--- src/rtl/eprisc_iobus_master.sv ---
`default_nettype none
// ============================================================================
// Module   : eprisc_iobus_master
// Purpose  : Host-side master for the epRISC I/O controller byte-serial bus.
//            Runs one 32-bit register transaction per request and syncs the IRQ.
// Revision : 1.0 - initial release
// ============================================================================
module eprisc_iobus_master #(
    parameter int unsigned DIV         = 2,
    parameter logic [1:0]  SELECT_CODE = 2'h1
) (
    input  logic        iClk,
    input  logic        iRst,
    input  logic        iReqValid,
    output logic        oReqReady,
    input  logic        iReqWrite,
    input  logic [14:0] iReqAddr,
    input  logic [15:0] iReqData,
    output logic        oRspValid,
    output logic [31:0] oRspData,
    output logic        oBusy,
    output logic        oBusClock,
    output logic [1:0]  oBusSelect,
    output logic [7:0]  oBusMOSI,
    input  logic [7:0]  iBusMISO,
    input  logic        iBusInterrupt,
    output logic        oInterrupt
);

    localparam int unsigned         c_CNT_W    = $clog2(2 * DIV);
    localparam logic [c_CNT_W-1:0]  c_CNT_RISE = c_CNT_W'(DIV - 1);
    localparam logic [c_CNT_W-1:0]  c_CNT_LAST = c_CNT_W'(2 * DIV - 1);

    typedef enum logic [1:0] {
        S_IDLE  = 2'd0,
        S_FRAME = 2'd1,
        S_GAP   = 2'd2,
        S_DONE  = 2'd3
    } state_t;

    state_t              r_state,       w_state;
    logic [c_CNT_W-1:0]  r_cnt,         w_cnt;
    logic [2:0]          r_edgeCnt,     w_edgeCnt;
    logic                r_secondFrame, w_secondFrame;
    logic [31:0]         r_word,        w_word;
    logic                r_busClock,    w_busClock;
    logic [1:0]          r_busSelect,   w_busSelect;
    logic [7:0]          r_busMOSI,     w_busMOSI;
    logic [31:0]         r_rspData,     w_rspData;
    logic                r_rspValid,    w_rspValid;
    logic [7:0]          w_txByte;
    logic                r_intMeta;
    logic                r_intSync;

    always_ff @(posedge iClk) begin
        if (iRst) begin
            r_state       <= S_IDLE;
            r_cnt         <= '0;
            r_edgeCnt     <= 3'd1;
            r_secondFrame <= 1'b0;
            r_word        <= '0;
            r_busClock    <= 1'b0;
            r_busSelect   <= 2'b00;
            r_busMOSI     <= 8'h00;
            r_rspData     <= '0;
            r_rspValid    <= 1'b0;
        end else begin
            r_state       <= w_state;
            r_cnt         <= w_cnt;
            r_edgeCnt     <= w_edgeCnt;
            r_secondFrame <= w_secondFrame;
            r_word        <= w_word;
            r_busClock    <= w_busClock;
            r_busSelect   <= w_busSelect;
            r_busMOSI     <= w_busMOSI;
            r_rspData     <= w_rspData;
            r_rspValid    <= w_rspValid;
        end
    end

    // r_cnt walks one bus period (0..2D-1); r_edgeCnt numbers the period (7 = gap)
    always_comb begin
        w_state       = r_state;
        w_cnt         = r_cnt;
        w_edgeCnt     = r_edgeCnt;
        w_secondFrame = r_secondFrame;
        w_word        = r_word;
        w_busClock    = r_busClock;
        w_busSelect   = r_busSelect;
        w_busMOSI     = r_busMOSI;
        w_rspData     = r_rspData;
        w_rspValid    = 1'b0;

        case (r_edgeCnt)
            3'd1:    w_txByte = r_word[7:0];
            3'd2:    w_txByte = r_word[15:8];
            3'd3:    w_txByte = r_word[23:16];
            3'd4:    w_txByte = r_word[31:24];
            default: w_txByte = 8'h00;
        endcase

        case (r_state)
            S_IDLE: begin
                if (iReqValid) begin
                    w_state       = S_FRAME;
                    w_word        = {iReqWrite, iReqAddr, iReqData};
                    w_cnt         = '0;
                    w_edgeCnt     = 3'd1;
                    w_secondFrame = 1'b0;
                    w_busSelect   = SELECT_CODE;
                    w_busClock    = 1'b0;
                end
            end
            S_FRAME, S_GAP: begin
                if (r_cnt == c_CNT_RISE) begin
                    w_cnt      = r_cnt + 1'b1;
                    w_busClock = 1'b1;
                    if (r_edgeCnt <= 3'd5) begin
                        w_busMOSI = w_txByte;
                    end
                end else if (r_cnt == c_CNT_LAST) begin
                    w_cnt      = '0;
                    w_busClock = 1'b0;
                    // MISO is taken before the slave sees this falling edge
                    case (r_edgeCnt)
                        3'd1:    w_rspData[7:0]   = iBusMISO;
                        3'd2:    w_rspData[15:8]  = iBusMISO;
                        3'd3:    w_rspData[23:16] = iBusMISO;
                        3'd4:    w_rspData[31:24] = iBusMISO;
                        default: ;
                    endcase
                    if (r_edgeCnt == 3'd6) begin
                        w_state     = S_GAP;
                        w_busSelect = 2'b00;
                        w_edgeCnt   = 3'd7;
                    end else if (r_edgeCnt == 3'd7) begin
                        // Read data arrives one frame late, so reads repeat the frame
                        if (!r_word[31] && !r_secondFrame) begin
                            w_state       = S_FRAME;
                            w_secondFrame = 1'b1;
                            w_edgeCnt     = 3'd1;
                            w_busSelect   = SELECT_CODE;
                        end else begin
                            w_state    = S_DONE;
                            w_rspValid = 1'b1;
                        end
                    end else begin
                        w_edgeCnt = r_edgeCnt + 3'd1;
                    end
                end else begin
                    w_cnt = r_cnt + 1'b1;
                end
            end
            S_DONE: begin
                w_state = S_IDLE;
            end
            default: begin
                w_state = S_IDLE;
            end
        endcase
    end

    always_ff @(posedge iClk) begin
        if (iRst) begin
            r_intMeta <= 1'b0;
            r_intSync <= 1'b0;
        end else begin
            r_intMeta <= iBusInterrupt;
            r_intSync <= r_intMeta;
        end
    end

    assign oReqReady  = (r_state == S_IDLE) && !iRst;
    assign oBusy      = (r_state != S_IDLE);
    assign oRspValid  = r_rspValid;
    assign oRspData   = r_rspData;
    assign oBusClock  = r_busClock;
    assign oBusSelect = r_busSelect;
    assign oBusMOSI   = r_busMOSI;
    assign oInterrupt = r_intSync;

endmodule
`default_nettype wire

--- config.mk ---
export PLATFORM = sky130hd
export DESIGN_NAME = eprisc_iobus_master
export DESIGN_NICKNAME = d
export VERILOG_FILES = /design/src/rtl/eprisc_iobus_master.sv
export SDC_FILE = /design/constraint.sdc
export NUM_CORES = 1
export LEC_CHECK = 0
export ABC_CLOCK_PERIOD_IN_PS = 3000
export CORE_MARGIN = 2
export CORE_UTILIZATION = 47
export DETAILED_ROUTE_END_ITERATION = 12
export PLACE_DENSITY = 0.78
export SYNTH_ARGS = -nofsm -noshare
export SYNTH_HDL_FRONTEND = slang
export SYNTH_SLANG_ARGS = --single-unit
--- constraint.sdc ---
create_clock -name iClk -period 3 [get_ports iClk]
set_input_delay 0.45 -clock iClk [delete_from_list [all_inputs] [get_ports iClk]]
set_output_delay 0.45 -clock iClk [all_outputs]
set_load 0.03 [all_outputs]
Word level (Yosys, flattened, before mapping) --
Cells that the tools add are included.
Cells by class: reductions and logical operators 22, multipliers 0, muxes and demuxes 36, add/sub/neg operators 2, div/mod/pow operators 0, shifts and indexed selects 0, bitwise logic cells 4, $lt $le $gt $ge 1, equal/unequal tests 21
Operators with widths (number):
- one-hot mux 8 bit (4 select lines) | 1
- 2-to-1 mux 2 bit | 14
- AND reduction 4 bit | 5
- 2-to-1 mux 3 bit | 6
- inequality test 2 bit, second input constant | 6
- == test 3 bit, second input constant | 3
- 2-to-1 mux 1 bit | 9
- inequality test 3 bit, second input constant | 3
- one-hot mux 2 bit (2 select lines) | 2
- AND reduction 7 bit | 1
- == test 2 bit, second input constant | 3
- == test 3 x 2 -> 1 bit, second input constant | 2
- one-hot mux 2 bit (3 select lines) | 1
- one-hot mux 3 bit (2 select lines) | 1
- AND reduction 3 bit | 2
- AND reduction 6 bit | 1
- OR reduction 6 bit | 1
- AND reduction 5 bit | 1
- == test 2 x 1 -> 1 bit, second input constant | 2
- inequality test 4 bit, second input constant | 1
- NOT 1 bit | 4
- one-hot mux 1 bit (2 select lines) | 2
- AND reduction 2 bit | 2
- nonzero test 2 bit | 2
- other kinds (8) | 11
Word-level totals: memory bits (read-only) 0, memory bits (writable) 0, output and inout port bits 47, bits of input ports 44, word-level logic and storage cells 101, flip-flop bits (word level) 86, memories 0, latch bits 0

Longest topological paths before layout --
Gate-level depths: netlist of run 1.
depth after elaboration 8, depth in mapped cells 7, gate-level depth less buffers 6

Least setup slack after synthesis of run 1 --
No wires, ideal clock.
kind in2out, from input port iRst, to output port oReqReady, slack 1114 ps, arrival 1436 ps, buffers on the path 3, data required time 2550 ps, cell stages on the path 4, cells stage by stage clkbuf_1 -> clkbuf_1 -> clkbuf_1 -> nor2_1
Between the ends: cells in the longest elaborated chain, start to end 2
RTL lines:
- start, declared | line 13 | input logic iRst,
- logical NOT 1 bit | line 173 | assign oReqReady = (r_state == S_IDLE) && !iRst;
- logical AND 1 bit | line 173
- end, declared | line 15 | output logic oReqReady,
No other way between the ends.

Worst setup path after layout of run 1 --
from register r_state[0], to output port oReqReady
Between the ends: cells in the longest elaborated chain, start to end 2
RTL lines:
- start, declared | line 41 | state_t r_state, w_state;
- start signal, assigned | line 68 | r_state <= w_state;
- logical NOT 2 bit | line 173
- logical AND 1 bit | line 173
No other way between the ends.

==> run_results.csv, run 1 <==
group,metric,value,unit
power,internal_power,1.992,mW
clock_network,clk_latency,0.34,ns
worst_setup_path,cp_cell_sequence,"inv_1 > ha_1 > inv_1 > nor2_1 > clkdlybuf4s50_1",
worst_setup_path,r2r_start,"r_state[0]",
synth,synth_top_area_cell,"dfxtp_1",
floorplan,die_x,90.12,µm
status,outcome,"finished, final reports clean",
grt,grt_overflow,0,
clock_network,cts_resized,0,
layout,multiInputGateArea,1643,µm²
synth,syn_area,3486,µm²
synth,syn-num-nets,486,
synth,synthFlopType,"dfxtp_1",
clock_network,htreeDepth,3,
power,pwr-share-comb,28.0,%
synth,synth_seq_area_share,48.82,%
power,pwr-share-clk,28.0,%
floorplan,start_util,48.32,%
clock_network,cts_buffer_depth,2,
timing,finClkSkew,0.01245,ns
worst_setup_path,critPathKind,"flip-flop to primary output",
layout,n_antenna_cell,0,
worst_setup_path,required,2.55,ns
worst_setup_path,cp-startpoint,"r_state[0]",
layout,fin_nets,562,
clock_network,cts_setup_buffers,0,
power,p_sw,0.9767,mW
route,ant_nets,0,
clock_network,cts_buffers,9,
floorplan,die_h,90.12,µm
clock_network,cts_hold_buf,0,
timing,maxSlewHeadroom,41.63,%
clock_network,clk_pin_slew,0.08,ns
layout,final_cell_mix,"nand2_1 (130), clkdlybuf4s50_1 (88), dfxtp_1 (85), a21oi_1 (68), nor2_1 (22)",
worst_setup_path,reg2reg_setup_slack,0.84,ns
route,remaining_drc_errors,0,
power,switching_share,32.90,%
power,seqPwrFrac,44.1,%
place,dp.cells,595,
grt,grt_max_degree,89,
timing,fmax,443.9,MHz
worst_setup_path,ff2ff_path_depth,6,
hold_path,hold_class,"flip-flop to flip-flop",
place,dp_hpwl,5.998,mm
power,p_leak,1.635,nW
grt,grt_use_total,22.18,%
floorplan,die-area,8122,µm²
route,drt_pre_antenna_iters,4,
timing,finalHoldViolCount,0,
grt,grt_pass1_vias,3146,
route,wl_per_cell,14.65,µm
layout,seqCellArea,1702,µm²
worst_setup_path,crit_fanout,5,
timing,drv_slew,0,
synth,synth_top_area_share,48.82,%
grt,grt_pass1_wl,14.96,mm
synth,synth_cells,431,
layout,nFillCells,632,
timing,finalCriticalPeriod,2.253,ns
timing,timing.final.crit_share,75.10,%
run,drv_cap,0,
place,io_buffers,89,
worst_setup_path,reg2reg_to,"r_edgeCnt[1]",
synth,synth.top_cells.by_area,"dfxtp_1 (49%), nand2_1 (14%), a21oi_1 (9.8%), ha_1 (3.9%), mux2i_1 (2.6%)",
worst_setup_path,worstPathArrival,1.80,ns
timing,tightest_slew,0.8756,ns
grt,antenna_found_initial,0,
route,vias_per_cell,5.267,
floorplan,core.rowCount,31,
timing,setup_violations,0,
route,vias,3218,
clock_network,cts-root-buf,"clkbuf_8",
synth,syn-mean-instance-area,8.088,µm²
clock_network,cts_tree,"done",
timing,setup_tns,0,ns
synth,synthArstFlopShare,0,%
floorplan,core_area,7214,µm²
layout,drive_above_1_share,5.078,%
worst_setup_path,endpoint_kind,"primary output",
worst_setup_path,cpMostUsedCell,"inv_1",
synth,synth_edf_count,0,
power,power_density,642.0,nW/µm²
worst_setup_path,crit_path_start_kind,"flip-flop",
timing,hold_slack,0.4569,ns
synth,synthDistinctLibCells,38,
worst_setup_path,endpoint,"oReqReady",
floorplan,pin_count,91,
layout,syn_to_final_growth,32.63,%
worst_setup_path,crit_path_top_delay_cell,"clkdlybuf4s50_1",
power,total_power,2.968,mW
route,first_iter_violations,113,
route,wirelength,8.951,mm
worst_setup_path,slowest_delay,0.67,ns
synth,yosysWarnings,0,
power,vdd.ir_drop.worst,312.3,µV
clock_network,clock-sinks,85,
synth,synth-seq-cells,85,
layout,fin_cells,611,
place,gp_congestion,0.8386,
timing,rsz0062_at_grt,"no",
layout,layout_commonest_cell,"nand2_1",
-- area by class of cell --
type                            instances  share of cell area [%]
Timing Repair Buffer                   93                   19.81
Tap cell                               99                   2.679
Inverter                                8                  0.6495
Sequential cell                        85                   36.81
Clock inverter                          5                   1.245
Multi-Input combinational cell        310                   35.53
Clock buffer                           11                   3.275
-- cells by family after synthesis --
group | count (synthesis) | synth area share [%]
AND/OR/NAND/NOR | 181 | 21.75
adder cells (fa/ha/maj) | 11 | 3.948
buffers and inverters | 36 | 4.056
other | 1 | 0.1076
AO/OA/AOI/OAI | 107 | 18.41
multiplexers | 10 | 2.907
flip-flops | 85 | 48.82
-- cell usage after synthesis (2+ instances only) --
master / instances
nand2_1: 130
nor3_1: 9
or4_1: 2
buf_1: 4
a21oi_1: 68
nand2b_1: 2
nor2_1: 22
dfxtp_1: 85
clkbuf_1: 21
o31ai_1: 4
and2_1: 3
buf_2: 2
ha_1: 11
mux2i_1: 9
nand3_1: 2
a221oi_1: 7
o21ai_0: 7
a211oi_1: 10
inv_1: 8
nor2b_1: 5
a211o_1: 3
-- power by group through the flow --
stage               combinational, mW  sequential, mW  clock (mW)
finish                          0.831            1.31       0.830
global route                    0.914            1.32       0.902
CTS                             0.823            1.31       0.849
detailed placement              0.819            1.33           0
global placement                0.803            1.33           0
floorplan                       0.541            1.35           0
-- how the worst min path moves through the flow --
stage,start,to,slack (ns),depth (start not counted)
after floorplan,r_intMeta,oInterrupt,0.41,1
after global placement,r_intMeta,oInterrupt,0.43,1
after detailed placement,r_intMeta,oInterrupt,0.44,1
after CTS,r_word[17],r_word[17],0.46,2
after global routing,r_intMeta,oInterrupt,0.47,1
final,oRspData[6],oRspData[6],0.46,2
-- layer usage --
metal  vias to the layer above  GRT usage (%)  share of wire, %
met4                         0          7.051              0.94
met5                         -              0                 0
met1                      1505          27.83                44
li1                       1606              -                 -
met3                         7          6.370               7.4
met2                       100          36.90                48
-- critical path: cells and delay by family (launching register included) --
kind / cells / cell delay, ns
flip-flops: 1 / 0.33
AND/OR/NAND/NOR: 1 / 0.10
adder cells (fa/ha/maj): 1 / 0.22
buffers and inverters: 3 / 0.82
-- registers in the layout, indices dropped and copies added (netlist names) --
signal	flops
oBusMOSI	8
r_cnt	2
oBusSelect	1
oInterrupt	1
oRspValid	1
r_word	32
oRspData	32
oBusClock	1
r_edgeCnt	3
r_secondFrame	1
r_intMeta	1
r_state	2
-- through the flow --
stage | area, µm² | setup WS, ns | utilization, %
floorplan | 3486 | 1.114 | -
global placement | 4414 | 0.9042 | 61.19
detailed placement | 4414 | 0.8591 | 61.19
CTS | 4623 | 0.7165 | 64.08
global route | 4623 | 0.6057 | 64.08
finish | 4623 | 0.7471 | 64.08
Power figures use the tool's default switching activity.
==> inputs of run 2 (changes only) <==
--- a/config.mk
+++ b/config.mk
@@ -5,7 +5,7 @@
 export SDC_FILE = /design/constraint.sdc
 export NUM_CORES = 1
 export LEC_CHECK = 0
-export ABC_CLOCK_PERIOD_IN_PS = 3000
+export ABC_CLOCK_PERIOD_IN_PS = 2100
 export CORE_MARGIN = 2
 export CORE_UTILIZATION = 47
 export DETAILED_ROUTE_END_ITERATION = 12
==> constraint.sdc (replaced) <==
create_clock -name iClk -period 2.1 [get_ports iClk]
set_input_delay 0.315 -clock iClk [delete_from_list [all_inputs] [get_ports iClk]]
set_output_delay 0.315 -clock iClk [all_outputs]
set_load 0.03 [all_outputs]
==> run 2 against run 1 <==
Final area up 1.6%; via count decreased by 0.59%; first-iteration DRC count increased by 11%; critical endpoint is now r_edgeCnt[1].
==> run_results.csv, run 2 (synthesis results as in run 1) <==
group,metric,value,unit
status,outcome,"finished, final reports clean",
worst_setup_path,cp_cell_sequence,"inv_1 > ha_1 > a21bo_2 > or3b_1 > a211o_1 > o31ai_1",
layout,syn_to_final_growth,34.71,%
route,drt_pre_antenna_iters,4,
power,power_density,933.2,nW/µm²
clock_network,clk_pin_slew,0.08,ns
timing,setup_tns,0,ns
worst_setup_path,required,2.37,ns
route,vias,3199,
floorplan,die_x,90.12,µm
worst_setup_path,cp-startpoint,"r_state[0]",
power,pwr-share-comb,28.2,%
timing,fmax,526.6,MHz
power,pwr-share-clk,29.3,%
layout,fin_nets,570,
timing,maxSlewHeadroom,40.38,%
grt,grt_max_degree,89,
clock_network,htreeDepth,3,
floorplan,core.rowCount,31,
clock_network,cts_buffer_depth,2,
place,dp_hpwl,6.118,mm
grt,grt_use_total,22.37,%
clock_network,clock-sinks,85,
power,total_power,4.382,mW
route,vias_per_cell,5.168,
clock_network,clk_latency,0.36,ns
timing,setup_violations,0,
timing,drv_slew,0,
power,p_sw,1.410,mW
power,seqPwrFrac,42.5,%
layout,drive_above_1_share,6.346,%
floorplan,pin_count,91,
power,internal_power,2.972,mW
layout,fin_util,65.09,%
power,vdd.ir_drop.worst,460.9,µV
timing,finalCriticalPeriod,1.899,ns
route,wl_per_cell,14.38,µm
floorplan,die-area,8122,µm²
route,first_iter_violations,125,
worst_setup_path,critPathKind,"flip-flop to flip-flop",
clock_network,cts_tree,"done",
floorplan,core_area,7214,µm²
worst_setup_path,slowest_delay,0.45,ns
timing,timing.final.crit_share,90.42,%
timing,rsz0062_at_grt,"no",
route,ant_nets,0,
grt,antenna_found_initial,0,
worst_setup_path,crit_fanout,5,
worst_setup_path,crit_path_top_delay_cell,"or3b_1",
layout,n_antenna_cell,0,
timing,finClkSkew,0.009293,ns
hold_path,hold_start,"r_intMeta",
layout,fin_area,4696,µm²
floorplan,die_h,90.12,µm
floorplan,start_util,48.32,%
layout,layout_commonest_cell,"nand2_1",
worst_setup_path,crit_path_start_kind,"flip-flop",
worst_setup_path,r2r_start,"r_state[0]",
timing,finalHoldViolCount,0,
grt,grt_pass1_wl,14.88,mm
layout,final_cell_mix,"nand2_1 (130), clkdlybuf4s50_1 (86), dfxtp_1 (85), a21oi_1 (68), nor2_1 (22)",
grt,grt_overflow,0,
place,postPlaceCellArea,4474,µm²
power,p_leak,1.687,nW
clock_network,cts-root-buf,"clkbuf_8",
worst_setup_path,endpoint_kind,"flip-flop",
place,gp_congestion,0.8892,
grt,grt_pass1_vias,3082,
clock_network,cts_buffers,9,
run,drv_cap,0,
worst_setup_path,worstPathArrival,2.16,ns
route,wirelength,8.902,mm
clock_network,cts_hold_buf,0,
place,io_buffers,89,
power,switching_share,32.18,%
timing,tightest_slew,0.8943,ns
hold_path,hold_class,"flip-flop to flip-flop",
route,remaining_drc_errors,0,
-- run 2: cell count changes in the layout (fill, tap and decap cells not counted), sizes merged --
cell	change
buf	+8
clkdlybuf4s50	-2
dlygate4sd2	+2
bufinv	+1
clkinv	-1
-- run 2: path summary, 6_finish.rpt --
check | endpoint | slack [ns] | cells after the start
max | r_edgeCnt[1] | 0.20 | 6
min | oInterrupt | 0.45 | 1
max reg2reg | r_edgeCnt[1] | 0.20 | 6
min reg2reg | oInterrupt | 0.45 | 1
-- run 2: cell type report --
class                      instances  area (µm²)
tap                               99       123.9
sequential                        85        1702
multi-input combinational        310        1643
clock buffer                      11       141.4
timing repair buffer             101       973.4
fill                             638        2519
inverter                           8       30.03
clock inverter                     5       82.58
-- run 2: critical path: cells and delay by family, from the launching register on --
kind / cells / cell delay, ns
adder cells (fa/ha/maj): 1 / 0.34
buffers and inverters: 1 / 0.05
flip-flops: 1 / 0.36
AND/OR/NAND/NOR: 1 / 0.45
AO/OA/AOI/OAI: 3 / 0.63
-- run 2: metal layers --
layer | vias to the layer above | wire length [µm] | GRT usage (%)
met4 | 0 | 140 | 6.667
met2 | 95 | 4141 | 36.22
met5 | - | 0 | 0
met1 | 1468 | 3885 | 27.35
li1 | 1622 | - | -
met3 | 14 | 734 | 9.220
-- run 2: power by group through the flow --
| stage | sequential (mW) | combinational [mW] | clock (mW) |
|---|---|---|---|
| 2_1_floorplan | 1.93 | 0.773 | 0 |
| 3_3_place_gp | 1.89 | 1.22 | 0 |
| 3_5_place_dp | 1.90 | 1.25 | 0 |
| 4_1_cts | 1.86 | 1.24 | 1.31 |
| 5_1_grt | 1.88 | 1.37 | 1.37 |
| 6_report | 1.86 | 1.24 | 1.29 |
-- run 2: stage by stage --
step,setup WS [ns],hold WS (ns),instances
after detailed placement,0.1650,0.4286,603
after global routing,0.07257,0.4612,619
final,0.2011,0.4518,619
after CTS,0.1969,0.4576,619
after floorplan,0.3069,0.4138,431
after global placement,0.2553,0.4266,603
-- run 2: what timing repair did --
item / 4_1_cts / 5_1_grt
buffers inserted: 0 / 0
resized for setup: 2 / 0
setup endpoints to repair: 2 / 0
==> inputs of run 3 (changes only) <==
==> constraint.sdc (replaced) <==
create_clock -name iClk -period 2.1 [get_ports iClk]
set_input_delay 0.315 -clock iClk [delete_from_list [all_inputs] [get_ports iClk]]
set_output_delay 0.315 -clock iClk [all_outputs]
set_load 0.01 [all_outputs]
==> run 3 against run 2 <==
First-iteration DRC count increased by 4.8%; register-to-register slack got worse by 0.05 ns; setup slack got worse by 0.090 ns; clock skew increased by 0.0042 ns; global-route usage about the same; critical path type is now flip-flop to primary output; critical endpoint is now oReqReady.
==> run_results.csv, run 3 (synthesis results as in run 1) <==
group,metric,value,unit
layout,drive_above_1_share,6.346,%
grt,grt_use_total,22.33,%
clock_network,clock-sinks,85,
status,outcome,"finished, final reports clean",
route,vias,3274,
grt,grt_max_degree,89,
floorplan,start_util,48.32,%
timing,finClkSkew,0.01348,ns
grt,grt_pass1_vias,3156,
grt,grt_pass1_wl,14.80,mm
worst_setup_path,crit_fanout,5,
hold_path,holdPathStages,2,
floorplan,core.rowCount,31,
layout,layout_commonest_cell,"nand2_1",
layout,nFillCells,651,
worst_setup_path,crit_path_start_kind,"flip-flop",
floorplan,pin_count,91,
route,first_iter_violations,131,
power,vdd.ir_drop.worst,516.1,µV
route,drt_pre_antenna_iters,4,
worst_setup_path,endpoint_kind,"primary output",
route,vias_per_cell,5.289,
layout,fin_cells,619,
place,dp_hpwl,6.244,mm
grt,antenna_found_initial,0,
layout,seqCellArea,1702,µm²
clock_network,cts_buffers,9,
timing,drv_slew,0,
layout,fin_nets,570,
route,remaining_drc_errors,0,
power,power_density,894.7,nW/µm²
worst_setup_path,critPathKind,"flip-flop to primary output",
timing,setup_tns,0,ns
power,total_power,4.189,mW
floorplan,die_x,90.12,µm
route,wl_per_cell,14.69,µm
clock_network,cts_buffer_depth,2,
timing,fmax,502.8,MHz
clock_network,clk_pin_slew,0.09,ns
power,p_leak,1.668,nW
timing,finalCriticalPeriod,1.989,ns
route,wirelength,9.095,mm
place,dp.cells,603,
clock_network,htreeDepth,3,
timing,finalHoldViolCount,0,
layout,n_antenna_cell,0,
place,io_buffers,89,
clock_network,cts-root-buf,"clkbuf_8",
place,gp_congestion,0.8877,
timing,rsz0062_at_grt,"no",
clock_network,cts_tree,"done",
timing,setup_violations,0,
clock_network,cts_hold_buf,0,
worst_setup_path,ff2ff_path_depth,6,
hold_path,hold_class,"flip-flop to flip-flop",
floorplan,die-area,8122,µm²
layout,syn_to_final_growth,34.31,%
grt,grt_overflow,0,
worst_setup_path,worstPathArrival,1.67,ns
run,drv_cap,0,
layout,multiInputGateArea,1645,µm²
route,ant_nets,0,
floorplan,die_h,90.12,µm
layout,fin_util,64.90,%
timing,timing.final.crit_share,94.72,%
floorplan,core_area,7214,µm²
clock_network,clk_latency,0.35,ns
worst_setup_path,required,1.78,ns
layout,final_cell_mix,"nand2_1 (130), clkdlybuf4s50_1 (88), dfxtp_1 (85), a21oi_1 (68), nor2_1 (22)",
run 3: final timing paths:
check / startpoint / end / slack [ns]
worst max register to register: r_edgeCnt[0] / r_edgeCnt[1] / 0.15
worst min register to register: oRspData[7] / oRspData[7] / 0.46
worst max-delay path: r_state[1] / oReqReady / 0.11
worst min-delay path: oRspData[7] / oRspData[7] / 0.46
run 3: layout make-up:
type | count | share of cell area [%]
Clock inverter | 4 | 1.015
Inverter | 8 | 0.6414
Tap cell | 99 | 2.646
Clock buffer | 12 | 3.100
Timing Repair Buffer | 101 | 21.11
Sequential cell | 85 | 36.34
Multi-Input combinational cell | 310 | 35.14
run 3: what timing repair did:
action | CTS | global route
hold endpoints to repair | 0 | 0
buffers inserted | 0 | 0
gates resized for setup | 0 | 1
endpoints found under the setup margin | 0 | 1
run 3: per-stage QoR:
stage | instance area (µm²) | setup slack, ns | hold slack [ns]
floorplan | 3486 | 0.3069 | 0.4138
global placement | 4487 | 0.2420 | 0.4323
detailed placement | 4487 | 0.1911 | 0.4475
CTS | 4679 | 0.04243 | 0.4579
global route | 4682 | 0.01940 | 0.4804
finish | 4682 | 0.1110 | 0.4574
run 3: where the power goes:
part	leakage [nW]	total [mW]	internal [mW]	switching [mW]
Clock	0.0964	1.13	0.579	0.552
Combinational	0.880	1.19	0.520	0.672
Sequential	0.691	1.87	1.76	0.101
run 3: layer usage:
metal | track usage (%) | up-vias | routed length (µm)
met5 | 0 | - | 0
met4 | 9.359 | 0 | 171
met3 | 8.047 | 17 | 715
met2 | 36.72 | 120 | 4401
met1 | 26.41 | 1515 | 3807
li1 | - | 1622 | -
run 3: worst max-delay path: stages (launching register included):
cell	delay [ns]
dfxtp_1	0.32
inv_1	0.08
ha_2	0.22
inv_1	0.08
nor2_1	0.10
clkdlybuf4s50_1	0.53
